==> src/rtl/bcd2421_word_seq_if.sv <==
// Handshake bundle for the BCD-to-2421 word sequencer: word in over valid/ready,
// converted word out over valid/ready.
interface bcd2421_word_seq_if #(
  parameter int unsigned NDIG = 4
);
  logic              in_valid;
  logic              in_ready;
  logic [4*NDIG-1:0] in_bcd;
  logic              out_valid;
  logic              out_ready;
  logic [4*NDIG-1:0] out_code;
  logic              out_err;

  modport master (
    output in_valid, in_bcd, out_ready,
    input  in_ready, out_valid, out_code, out_err
  );

  modport slave (
    input  in_valid, in_bcd, out_ready,
    output in_ready, out_valid, out_code, out_err
  );
endinterface

==> src/rtl/bcd2421_word_seq.sv <==
// Multi-digit 8421 BCD to 2421 (Aiken) converter stepping one shared digit converter LSD first.
// Optional macro BCD2421_ERR_CHECK_EN: flags digits >9 on out_err and zeroes their slots.
module bcd2421_word_seq #(
  parameter int unsigned NDIG = 4
) (
  input  logic                clk,
  input  logic                rst,
  bcd2421_word_seq_if.slave   bus,
  output logic                busy
);

  localparam int unsigned IW = $clog2(NDIG);
  localparam logic [IW-1:0] LastIdx = IW'(NDIG - 1);

  typedef enum logic [1:0] {StIdle, StConv, StDone} state_e;

  state_e            state;
  logic [IW-1:0]     idx;
  logic [4*NDIG-1:0] word;
  logic [4*NDIG-1:0] code;
  logic              in_ready;
  logic              out_valid;
  logic [3:0]        dig;
  logic [3:0]        dig_code;
`ifdef BCD2421_ERR_CHECK_EN
  logic              dig_bad;
  logic              err;
`endif

  always_comb begin
    dig      = word[{idx, 2'b00} +: 4];
    dig_code = (dig < 4'd5) ? dig : dig + 4'd6;
`ifdef BCD2421_ERR_CHECK_EN
    dig_bad = (dig > 4'd9);
    if (dig_bad) dig_code = 4'd0;
`endif
  end

  always_ff @(posedge clk) begin
    if (rst) begin
      state     <= StIdle;
      idx       <= '0;
      word      <= '0;
      code      <= '0;
      in_ready  <= 1'b1;
      out_valid <= 1'b0;
      busy      <= 1'b0;
`ifdef BCD2421_ERR_CHECK_EN
      err       <= 1'b0;
`endif
    end else begin
      unique case (state)
        StIdle: begin
          if (bus.in_valid) begin
            word     <= bus.in_bcd;
            idx      <= '0;
            code     <= '0;
            in_ready <= 1'b0;
            busy     <= 1'b1;
            state    <= StConv;
`ifdef BCD2421_ERR_CHECK_EN
            err      <= 1'b0;
`endif
          end
        end
        StConv: begin
          code[{idx, 2'b00} +: 4] <= dig_code;
`ifdef BCD2421_ERR_CHECK_EN
          if (dig_bad) err <= 1'b1;
`endif
          if (idx == LastIdx) begin
            idx       <= '0;
            out_valid <= 1'b1;
            state     <= StDone;
          end else begin
            idx <= idx + 1'b1;
          end
        end
        StDone: begin
          // Handing the word over reopens the input on the same edge.
          if (bus.out_ready) begin
            out_valid <= 1'b0;
            in_ready  <= 1'b1;
            busy      <= 1'b0;
            state     <= StIdle;
          end
        end
        default: state <= StIdle;
      endcase
    end
  end

  assign bus.in_ready  = in_ready;
  assign bus.out_valid = out_valid;
  assign bus.out_code  = code;
`ifdef BCD2421_ERR_CHECK_EN
  assign bus.out_err   = err;
`else
  assign bus.out_err   = 1'b0;
`endif

endmodule

==> src/flat_wrapper.sv <==
// flat-port wrapper written by rule: the top's interface ports become plain ports
module bcd2421_word_seq_flat 
#(
  parameter int unsigned NDIG = 4
)
  (clk, rst, busy, bus_in_valid, bus_in_bcd, bus_out_ready, bus_in_ready, bus_out_valid, bus_out_code, bus_out_err);
  bcd2421_word_seq_if #(.NDIG(NDIG)) bus_i ();
  input  logic clk;
  input  logic rst;
  output logic busy;
  input wire logic [$bits(bus_i.in_valid)-1:0] bus_in_valid;
  input wire logic [$bits(bus_i.in_bcd)-1:0] bus_in_bcd;
  input wire logic [$bits(bus_i.out_ready)-1:0] bus_out_ready;
  output wire logic [$bits(bus_i.in_ready)-1:0] bus_in_ready;
  output wire logic [$bits(bus_i.out_valid)-1:0] bus_out_valid;
  output wire logic [$bits(bus_i.out_code)-1:0] bus_out_code;
  output wire logic [$bits(bus_i.out_err)-1:0] bus_out_err;
  assign bus_i.in_valid = bus_in_valid;
  assign bus_i.in_bcd = bus_in_bcd;
  assign bus_i.out_ready = bus_out_ready;
  assign bus_in_ready = bus_i.in_ready;
  assign bus_out_valid = bus_i.out_valid;
  assign bus_out_code = bus_i.out_code;
  assign bus_out_err = bus_i.out_err;
  bcd2421_word_seq #(.NDIG(NDIG)) u_core (.clk(clk), .rst(rst), .bus(bus_i), .busy(busy));
endmodule
==> config.mk <==
export PLATFORM = sky130hd
export DESIGN_NAME = bcd2421_word_seq_flat
export DESIGN_NICKNAME = d
export VERILOG_FILES = /design/src/rtl/bcd2421_word_seq_if.sv /design/src/rtl/bcd2421_word_seq.sv /design/src/flat_wrapper.sv
export SDC_FILE = /design/constraint.sdc
export NUM_CORES = 1
export LEC_CHECK = 0
export BUFFER_PORTS_ARGS = -buffer_cell sky130_fd_sc_hd__buf_4
export CORE_AREA = 2 2 81 83
export CTS_BUF_LIST = sky130_fd_sc_hd__clkbuf_8
export CTS_CLUSTER_SIZE = 12
export DETAILED_ROUTE_END_ITERATION = 12
export DIE_AREA = 0 0 83 85
export GPL_TIMING_DRIVEN = 0
export PLACE_DENSITY = 0.55
export RECOVER_POWER = 25
export SLEW_MARGIN = 40
export SYNTH_ARGS = -nofsm -noshare
export SYNTH_HDL_FRONTEND = slang
export SYNTH_SLANG_ARGS = --single-unit
==> constraint.sdc <==
create_clock -name clk -period 1.78 [get_ports clk]
set_input_delay 0.089 -clock clk [delete_from_list [all_inputs] [get_ports clk]]
set_output_delay 0.089 -clock clk [all_outputs]
set_load 0.01 [all_outputs]
### Word-level counts from Yosys, hierarchy flattened

Index checks and enable logic that the tools add are counted.
Widths: inputs -> output; s select.

| storage, ports and cells | value |
|---|---|
| bits in registers | 39 |
| bits in latches | 0 |
| bits in writable memories | 0 |
| bits in read-only memories | 0 |
| bits of input ports | 20 |
| word-level logic and storage cells | 48 |
| memories | 0 |

| operators by class | value |
|---|---|
| add/sub/neg operators | 3 |
| multiply operators | 0 |
| div/mod/pow operators | 0 |
| order comparisons | 1 |
| eq/ne operators | 6 |
| shift operators | 3 |
| multiplexer cells | 19 |
| bitwise operators | 0 |
| reductions and logical operators | 9 |

Operator list:

| operator | number |
|---|---|
| $pmux 16 s2 | 1 |
| $bwmux 16 | 1 |
| $mux 16 | 1 |
| $shift 4x6->16 const A | 1 |
| $shiftx 16x5->4 | 1 |
| $shiftx 4x6->16 | 1 |
| $mux 2 | 5 |
| $reduce_and 3->1 | 3 |
| $neg 4->6 | 1 |
| $pmux 1 s2 | 3 |
| $pmux 2 s3 | 1 |
| $reduce_bool 2->1 | 3 |
| $mux 1 | 5 |
| $add 4x3->4 const B | 1 |
| $eq 2x2->1 const B | 2 |
| $lt 4x3->1 const B | 1 |
| $mux 4 | 1 |
| $ne 2x2->1 const B | 2 |
| $pmux 2 s2 | 1 |
| $reduce_and 2->1 | 2 |
| $add 2x1->2 const B | 1 |
| $eq 2x1->1 const B | 1 |
| $logic_not 2->1 | 1 |
| $ne 2x1->1 const B | 1 |

### Logic depth before layout (Yosys ltp)

| logic depth | value |
|---|---|
| depth after elaboration | 6 |
| mapped depth | 7 |
| gate-level depth less buffers | 6 |

### Worst setup path after synthesis

OpenSTA, ideal clock, no wires.

| timing path | value |
|---|---|
| path kind | register -> register |
| start point | register u_core.idx[1] |
| end point | register u_core.code[10] (netlist: u_core.bus.out_code[10]) |
| library setup time | 0.058 ns |
| arrival | 1.760 ns |
| setup slack | -0.038 ns |
| cell stages (with the launch flop) | 8 |
| period minus slack after synthesis | 1.818 ns |
| cells stage by stage | dfxtp_1 > buf_6 > mux4_2 > inv_1 > ha_1 > o31ai_2 > nand3b_1 > a2bb2o_1 |

| on the way | value |
|---|---|
| cells in the longest elaborated chain, start to end | 6 |

Ends and longest elaborated chain:

| element | line | text |
|---|---|---|
| from (decl) | bcd2421_word_seq.sv:18 | `logic [IW-1:0] idx;` |
| from (signal assigned) | bcd2421_word_seq.sv:76 | `idx <= idx + 1'b1;` |
| $shiftx 16x5->4 | bcd2421_word_seq.sv:31 | `dig = word[{idx, 2'b00} +: 4];` |
| $add 4x3->4 / $lt 4x3->1 (equally long branches) | bcd2421_word_seq.sv:32 | `dig_code = (dig < 4'd5) ? dig : dig + 4'd6;` |
| $mux 4 | bcd2421_word_seq.sv:32 |  |
| $shiftx 4x6->16 | bcd2421_word_seq.sv:67 | `code[{idx, 2'b00} +: 4] <= dig_code;` |
| $bwmux 16 * | bcd2421_word_seq.sv:67 |  |
| $pmux 16 s2 * | bcd2421_word_seq.sv:52 | `unique case (state)` |
| to (signal, indexed assignment) | bcd2421_word_seq.sv:67 |  |
| to (decl) | bcd2421_word_seq.sv:20 | `logic [4*NDIG-1:0] code;` |

Every way passes the cells marked *; elsewhere a longest branch is shown, timed or not.
A chain may end at the register's enable or synchronous reset.

### Final worst setup path

Ends and elaborated chain as after synthesis.

==> impl_metrics.yaml <==
place:
  dp_cells: 321
  placed_cell_area_mm2: 0.00217
  place_hpwl_um: 3210
  routabilityCongestion: 0.753
  numPortBuffers: 38
detailed_routing:
  drtIter0Drc: 42
  drc: 0
  via_count: 1596
  wl_per_cell_um: 13.4
  dr.pass1.iters: 4
  routed_wl_um: 4500
  routed_via_density: 4.75
  ant_nets: 0
final_layout:
  nets: 283
  multiInputGateArea_um2: 996
  final_cells: 336
  diodes: 0
  fin_area_mm2: 0.00242
  area_delta_synth_final_pct: 35.4
  fillers: 662
  regArea_um2: 786
  drive_above_1_share_pct: 29.0
global_routing:
  grt_pass1_wl_um: 7550
  globalRoute.totalOverflow: 0
  grt_max_degree: 14
  grt_pass1_vias: 1621
  antenna_found_initial: 0
  track_usage_pct: 13.1
setup_path:
  setup.worst_path.start_class: "flip-flop"
  worstPathRequired_ns: 2.02
  path_max_fanout: 5
  crit_path_end_kind: "flip-flop"
  worstSetupPathType: "flip-flop to flip-flop"
  crit_arrival_ns: 2.08
power_and_ir_drop:
  share_comb_of_total_power_pct: 15.0
  seq_power_share_pct: 43.3
  p_int_mw: 1.61
  power_switching_uw: 522
  swShare_pct: 24.4
  peakVddDrop_mv: 0.371
  total_power_mw: 2.14
  leakage_nw: 0.915
  power.density_mw_per_mm2: 884
  p_clk_share_pct: 41.8
cts:
  cts.sinks: 39
  clock_latency_ns: 0.29
  cts_max_path_buffers: 2
  cts_buffers: 5
  cts_tree: "done"
  root_buffer: "clkbuf_8"
  clk_pin_slew_ns: 0.09
  postCtsHoldBufs: 0
  htree_levels: 2
synth:
  synth_most_common_cell: "nand2_1"
  synth-seq-cells: 39
  synthArstFlopShare_pct: 0
  synth_area_leaders: "dfxtp_1, a21oi_1, nand2_1"
  yosys_warnings: 0
  synth.distinct_cells: 42
  synthFlopType: "dfxtp_1"
  synthTopCellsByCount: "nand2_1, dfxtp_1, a21oi_1"
  synth_top_area_share_pct: 43.7
  avgSynthCellArea_um2: 8.67
  yosysSeqAreaShare_pct: 43.7
  yosysTopAreaCell: "dfxtp_1"
  synth-edff-count: 0
  syn-instance-count: 206
  synth_fp_nets: 231
  syn_area_mm2: 0.00179
status:
  violations: "setup timing"
  status: "finished, violations left"
floorplanning:
  die_w_um: 83
  start_util_pct: 28.8
  fp-row-count: 29
  core_area_mm2: 0.00620
  fp.dieArea_mm2: 0.00706
  die_h_um: 85
  ioPinCount: 40
timing:
  setup-tns-final_ns: -0.269
  maxSlewViolCount: 0
  setup_ws_ns: -0.0620
  setup_viol: 7
  fin_crit_sh_pct: 103
  hold_slack_ns: 0.0336
  skew_ns: 0.00848
  layout_min_cycle_time_ns: 1.84
  rsz0062_at_grt: "true"
  slew_headroom_pct: 61.1
  fmax_mhz: 543
  hold_viol_final: 0
  worst_pin_slew_ns: 0.583
hold_path:
  holdCritPathClass: "primary input to flip-flop"
run:
  drv_cap: 0
-- final timing paths --
kind | from | end | slack [ns] | cells past startpoint
max | u_core.idx[1] | u_core.bus.out_code[10] | -0.06 | 6
max reg2reg | u_core.idx[1] | u_core.bus.out_code[10] | -0.06 | 6
min reg2reg | u_core.word[1] | u_core.word[1] | 0.46 | 2
min | bus_in_bcd[7] | u_core.word[7] | 0.03 | 3
-- layer usage --
metal	GRT usage (%)	vias to the layer above	share of wire (%)
met5	0	-	0
met2	22.7	34	49
li1	-	816	-
met1	16.3	741	46
met3	2.92	5	3.8
met4	4.02	0	1.2
-- metrics by stage --
| stage | setup WS, ns | util (%) |
|---|---|---|
| after detailed placement | -0.229 | 35.0 |
| after floorplan | 0.00679 | - |
| after global placement | -0.204 | 35.0 |
| after CTS | -0.110 | 39.7 |
| final | -0.0620 | 39.0 |
| after global routing | -0.122 | 39.0 |
-- layout by cell type (no fill, tap or decap), drive strengths merged, types with 2 or more instances in the layout --
master / count
a211oi: 4
a21o: 5
a21oi: 31
a221oi: 2
a22oi: 2
buf: 40
bufinv: 2
clkbuf: 23
dfxtp: 39
ha: 5
inv: 8
mux4: 4
nand2: 40
nand2b: 6
nand3b: 3
nor2: 13
nor2b: 4
o21ai: 2
o2bb2ai: 4
o31ai: 2
or2: 2
or3: 2
-- what timing repair did --
item / in CTS / in global routing
resized for setup: 19 / 6
pin swaps: 7 / 4
gates cloned: 0 / 0
setup endpoints to repair: 16 / 23
setup buffers: 9 / 0
-- power by group through the flow --
| stage | Sequential, mW | Combinational [mW] | Clock (mW) |
|---|---|---|---|
| floorplan | 0.943 | 0.178 | 0 |
| global placement | 0.945 | 0.273 | 0 |
| detailed placement | 0.945 | 0.276 | 0 |
| CTS | 0.925 | 0.322 | 0.905 |
| global route | 0.929 | 0.357 | 0.951 |
| finish | 0.925 | 0.320 | 0.892 |
-- logic make-up after synthesis --
group           Yosys count  synth area share [%]
other cells               1                 0.210
mux                       4                  5.05
simple gates             78                  21.0
buf+inv                  21                  5.19
flops                    39                  43.7
compound gates           58                  21.3
fa+ha+maj                 5                  3.50
-- cell type report --
cell class	count	share of cell area, %
Inverter	8	1.24
Sequential cell	39	32.5
Tap cell	77	3.99
Timing Repair Buffer	47	13.0
Multi-Input combinational cell	146	41.2
Buffer	11	2.38
Clock buffer	5	2.85
Clock inverter	3	2.80
-- sequential cells by signal (all words and copies together) (netlist names) --
name	count
u_core.bus.out_code	16
u_core.bus.out_valid	1
u_core.bus.in_ready	1
u_core.state	2
u_core.word	16
u_core.busy	1
u_core.idx	2
-- critical path: stages (launching register included) --
cell	delay, ns
dfxtp_4	0.40
mux4_2	0.58
inv_2	0.10
ha_4	0.20
o31ai_4	0.06
nand3b_1	0.21
a2bb2o_4	0.24
Power figures use the tool's default switching activity.
